**config.mk**
```make
export PLATFORM = sky130hd
export DESIGN_NAME = pipe_stage_buf
export DESIGN_NICKNAME = d
export VERILOG_FILES = /design/src/rtl/pipe_stage_buf.sv
export SDC_FILE = /design/constraint.sdc
export NUM_CORES = 1
export LEC_CHECK = 0
export CORE_UTILIZATION = 35
export CTS_BUF_LIST = sky130_fd_sc_hd__clkbuf_16
export CTS_CLUSTER_DIAMETER = 200
export CTS_CLUSTER_SIZE = 12
export DETAILED_ROUTE_END_ITERATION = 8
export PLACE_DENSITY_LB_ADDON = 0.05
export SYNTH_ARGS = -nofsm -noshare
export SYNTH_HDL_FRONTEND = slang
export SYNTH_SLANG_ARGS = --single-unit
```
**constraint.sdc**
```tcl
create_clock -name clk -period 5.7 [get_ports clk]
set_clock_uncertainty 0.1 [all_clocks]
set_input_delay 1.14 -clock clk [delete_from_list [all_inputs] [get_ports clk]]
set_output_delay 1.14 -clock clk [all_outputs]
set_load 0.1 [all_outputs]
```
**src/rtl/pipe_stage_buf.sv**
```systemverilog
// pipe_stage_buf: generic pipeline stage register with a valid/ready handshake.
// Replaces the fixed per-stage latch pairs (IF/ID, ID/EX, EX/MEM, MEM/WB).
// Carries a payload and a control bundle. Empty slots present all-zero control,
// so downstream logic sees a NOP bubble.
//
// Parameters:
//   DATA_W  payload width
//   CTRL_W  control bundle width (all-zero means NOP)
//   SKID    1: two-entry skid buffer with registered in_ready
//           0: single entry with combinational in_ready
//   CNT_W   width of the saturating stall-cycle counter
//
// Ports:
//   clk, rst_n            clock (rising edge), asynchronous active-low reset
//   flush                 synchronous kill of every held entry
//   in_valid/in_ready     upstream handshake, with in_data/in_ctrl
//   out_valid/out_ready   downstream handshake, with out_data/out_ctrl
//   occ                   entries currently held (0..2)
//   stall_cnt             cycles with out_valid & !out_ready, saturating
module pipe_stage_buf #(
  parameter int unsigned DATA_W = 64,
  parameter int unsigned CTRL_W = 20,
  parameter int unsigned SKID   = 1,
  parameter int unsigned CNT_W  = 16
) (
  input  logic              clk,
  input  logic              rst_n,
  input  logic              flush,
  input  logic              in_valid,
  output logic              in_ready,
  input  logic [DATA_W-1:0] in_data,
  input  logic [CTRL_W-1:0] in_ctrl,
  output logic              out_valid,
  input  logic              out_ready,
  output logic [DATA_W-1:0] out_data,
  output logic [CTRL_W-1:0] out_ctrl,
  output logic [1:0]        occ,
  output logic [CNT_W-1:0]  stall_cnt
);

  typedef enum logic [1:0] {
    StEmpty = 2'd0,
    StOne   = 2'd1,
    StFull  = 2'd2
  } state_e;

  logic              w_in_fire;
  logic              w_out_fire;
  logic [DATA_W-1:0] r_head_data;
  logic [CTRL_W-1:0] r_head_ctrl;
  logic [CNT_W-1:0]  r_stall_cnt;

  assign w_in_fire  = in_valid & in_ready;
  assign w_out_fire = out_valid & out_ready;

  assign out_data  = r_head_data;
  assign out_ctrl  = out_valid ? r_head_ctrl : '0;
  assign stall_cnt = r_stall_cnt;

  if (SKID != 0) begin : g_skid
    state_e            r_state;
    logic              r_in_ready;
    logic [DATA_W-1:0] r_skid_data;
    logic [CTRL_W-1:0] r_skid_ctrl;

    // in_ready comes straight from a flop so the upstream ready path is cut.
    assign in_ready  = r_in_ready;
    assign out_valid = (r_state != StEmpty);
    assign occ       = r_state;

    always_ff @(posedge clk or negedge rst_n) begin
      if (!rst_n) begin
        r_state     <= StEmpty;
        r_in_ready  <= 1'b1;
        r_head_data <= '0;
        r_head_ctrl <= '0;
        r_skid_data <= '0;
        r_skid_ctrl <= '0;
      end else if (flush) begin
        // Flush wins over any same-cycle accept; the incoming beat is dropped.
        r_state     <= StEmpty;
        r_in_ready  <= 1'b1;
        r_head_data <= '0;
        r_head_ctrl <= '0;
        r_skid_data <= '0;
        r_skid_ctrl <= '0;
      end else begin
        unique case (r_state)
          StEmpty: begin
            if (w_in_fire) begin
              r_state     <= StOne;
              r_head_data <= in_data;
              r_head_ctrl <= in_ctrl;
            end
          end
          StOne: begin
            if (w_in_fire && w_out_fire) begin
              r_head_data <= in_data;
              r_head_ctrl <= in_ctrl;
            end else if (w_in_fire) begin
              // Downstream stalled: park the new beat behind the head.
              r_state     <= StFull;
              r_in_ready  <= 1'b0;
              r_skid_data <= in_data;
              r_skid_ctrl <= in_ctrl;
            end else if (w_out_fire) begin
              r_state <= StEmpty;
            end
          end
          StFull: begin
            if (w_out_fire) begin
              r_state     <= StOne;
              r_in_ready  <= 1'b1;
              r_head_data <= r_skid_data;
              r_head_ctrl <= r_skid_ctrl;
            end
          end
          default: begin
            r_state    <= StEmpty;
            r_in_ready <= 1'b1;
          end
        endcase
      end
    end
  end else begin : g_single
    logic r_valid;

    assign in_ready  = !r_valid | out_ready;
    assign out_valid = r_valid;
    assign occ       = {1'b0, r_valid};

    always_ff @(posedge clk or negedge rst_n) begin
      if (!rst_n) begin
        r_valid     <= 1'b0;
        r_head_data <= '0;
        r_head_ctrl <= '0;
      end else if (flush) begin
        r_valid     <= 1'b0;
        r_head_data <= '0;
        r_head_ctrl <= '0;
      end else if (w_in_fire) begin
        r_valid     <= 1'b1;
        r_head_data <= in_data;
        r_head_ctrl <= in_ctrl;
      end else if (w_out_fire) begin
        r_valid <= 1'b0;
      end
    end
  end

  // Stall counter ignores flush; only reset clears it.
  always_ff @(posedge clk or negedge rst_n) begin
    if (!rst_n) begin
      r_stall_cnt <= '0;
    end else if (out_valid && !out_ready && (r_stall_cnt != {CNT_W{1'b1}})) begin
      r_stall_cnt <= r_stall_cnt + CNT_W'(1);
    end
  end

endmodule

```
==> flow_summary_export.csv <==
group,metric,value,unit
logic_synthesis,synthCells,948,
logic_synthesis,yosysWarnings,0,
power,power_density,417,nW/um2
cells_and_area,drive_above_1_share,6.64,%
critical_path,path_max_fanout,22,
power,vdd_drop_max,0.237,mV
sta,fin_tns_setup,0,ns
die,ios,193,
die,die_height,166,um
clock_tree,htree_levels,4,
cells_and_area,synthToLayoutAreaGrowth,28.6,%
drt,dr.pass1.iters,6,
cells_and_area,fin_cells,1449,
critical_path,crit_path_end_kind,"output port",
logic_synthesis,yosysSeqAreaShare,49.7,%
logic_synthesis,avgSynthCellArea,9.93,um2
critical_path,start_kind,"flop",
cells_and_area,final_cell_mix,"clkdlybuf4s50_1, dfrtp_1, nand2_1",
sta,finalHoldViolCount,0,
clock_tree,cts_resized,0,
placement,placed_cell_area,11600,um2
clock_tree,clock-sinks,187,
cells_and_area,utilization,46.2,%
global_route,antenna_found_initial,0,
global_route,grt_max_degree,108,
critical_path,worstPathArrival,3.01,ns
drt,drt_iter0_drc,461,
logic_synthesis,syn_nets,1042,
critical_path,path_class,"reg2out",
die,start_util,35.9,%
power,leakagePower,0.00513,uW
placement,numPortBuffers,192,
clock_tree,cts_tree,"yes",
logic_synthesis,ys_ff_latch,187,
logic_synthesis,synth_enable_flop_cells,0,
placement,gp_congestion,0.700,
cells_and_area,nFillCells,2466,
clock_tree,clockRootBuffer,"clkbuf_16",
drt,wl,23.3,mm
cells_and_area,layout_commonest_cell,"clkdlybuf4s50_1",
drt,detail-route-antenna-nets,0,
hold_path,hold_path.class,"reg2reg",
sta,min_period,4.25,ns
sta,finalSetupViolCount,0,
drt,routedWlPerCell,16.1,um
sta,finalMaxSlewViolations,0,
placement,hpwlAfterDp,14.0,mm
sta,hold_slack,0.408,ns
sta,slew_headroom,29.7,%
cells_and_area,diodes,0,
die,coreArea,26200,um2
global_route,grt_pass1_wl,38.5,mm
drt,via_per_inst,4.80,
logic_synthesis,synth.distinct_cells,39,
sta,worst_pin_slew,1.05,ns
global_route,grt_pass1_vias,6923,
logic_synthesis,synthFlopType,"dfrtp_1",
clock_tree,hold_buffers,0,
clock_tree,cts_buffer_depth,2,
job,max_cap_viol_count,0,
cells_and_area,final_area,12100,um2
status,failed_checks,"DRC",
clock_tree,clock_latency,0.43,ns
die,fp.dieArea,27600,um2
sta,rsz0062_at_grt,"false",
global_route,overflow,0,
logic_synthesis,netlist_area,9420,um2
drt,post-route-drc-count,11,
drt,dr_total_vias,6948,
clock_tree,clk_pin_slew,0.08,ns
clock_tree,postCtsSetupRepairBufs,0,
sta,fin_crit_sh,74.6,%
cells_and_area,nets,1195,
die,dieWidth,166,um
die,num_rows,59,
clock_tree,numCtsBuffers,17,
placement,dp_cells,1417,
global_route,grt_usage,17.5,%
status,status,"finished with violations",
critical_path,cp.required,4.46,ns
logic_synthesis,ys_async_sr_fraction,100,%
sta,fmax,0.235,GHz
-- metal layers --
layer | global-route usage, % | wire [um]
met2 | 27.3 | 10500
met3 | 4.15 | 1150
met5 | 0 | 0
met1 | 24.7 | 11400
met4 | 3.66 | 165
-- state kept, by name, indices dropped and copies added, names as in the netlist --
signal              count
in_ready                1
occ                     2
r_head_ctrl            20
g_skid.r_skid_ctrl     20
out_data               64
stall_cnt              16
g_skid.r_skid_data     64
-- critical path, cell delays in order, from the launching register on --
cell and delay (ns):
dfrtp_1 0.43, inv_1 0.14, ha_1 0.81, inv_1 0.16, clkdlybuf4s50_1 1.05
-- cells in the mapped netlist (all sizes together) (2+ instances only) --
| library cell | count | share of area [%] |
|---|---|---|
| dfrtp | 186 | 49 |
| nand3 | 5 | 0.27 |
| mux2i | 84 | 8.9 |
| or3 | 2 | 0.13 |
| nand4 | 8 | 0.53 |
| buf | 35 | 2.1 |
| and4 | 3 | 0.28 |
| nand2 | 173 | 6.9 |
| ha | 5 | 0.66 |
| inv | 3 | 0.12 |
| a21oi | 87 | 4.6 |
| nor2 | 90 | 3.6 |
| nor3 | 6 | 0.32 |
| nor2b | 104 | 6.9 |
| and3b | 2 | 0.19 |
| nand2b | 2 | 0.13 |
| clkbuf | 34 | 1.4 |
| o21ai | 3 | 0.16 |
| nor4 | 4 | 0.43 |
| xor2 | 14 | 1.3 |
| mux2 | 85 | 10 |
-- stage by stage --
stage,setup WS (ns),total power (uW)
final,1.45,5050
after CTS,1.38,5120
after detailed placement,1.87,3950
after floorplan,1.40,3380
after global placement,1.88,3940
after global routing,1.26,5290
-- area by class of cell --
cell class / count / area, um2 / area share, %
sequential: 187 / 4680 / 38.7
inverter: 3 / 11.3 / 0.0930
timing repair buffer: 203 / 2020 / 16.7
multi-input combinational: 689 / 4420 / 36.5
tap: 335 / 419 / 3.46
clock buffer: 17 / 425 / 3.51
clock inverter: 15 / 128 / 1.05
-- logic make-up (layout without fill, tap and decap cells) --
logic type,after synthesis,after routing,synth area share [%]
compound gates,95,95,5.30
fa+ha+maj,5,5,0.664
mux,169,169,19.1
simple gates,405,405,20.2
xor+xnor,15,15,1.40
flops,187,187,49.7
buf+inv,72,238,3.61
-- path summary, 6_finish.rpt --
| kind | from | endpoint | slack, ns | cells past startpoint |
|---|---|---|---|---|
| max | occ[0] | out_valid | 1.45 | 4 |
| min | stall_cnt[15] | stall_cnt[15] | 0.41 | 1 |
| max reg2reg | occ[0] | r_head_ctrl[2] | 2.16 | 8 |
| min reg2reg | stall_cnt[15] | stall_cnt[15] | 0.41 | 1 |
| max in group asynchronous | rst_n | stall_cnt[3] | 3.58 | 2 |
| min in group asynchronous | rst_n | r_head_ctrl[18] | 0.70 | 1 |
-- power by group --
group	switching, uW	total [uW]	internal (uW)	leakage (uW)
Clock	576	1150	577	0.000276
Combinational	1590	2230	635	0.00232
Sequential	138	1670	1530	0.00254
Total	2300	5050	2740	0.00513
Note: power is estimated with default switching activity, not from simulation.
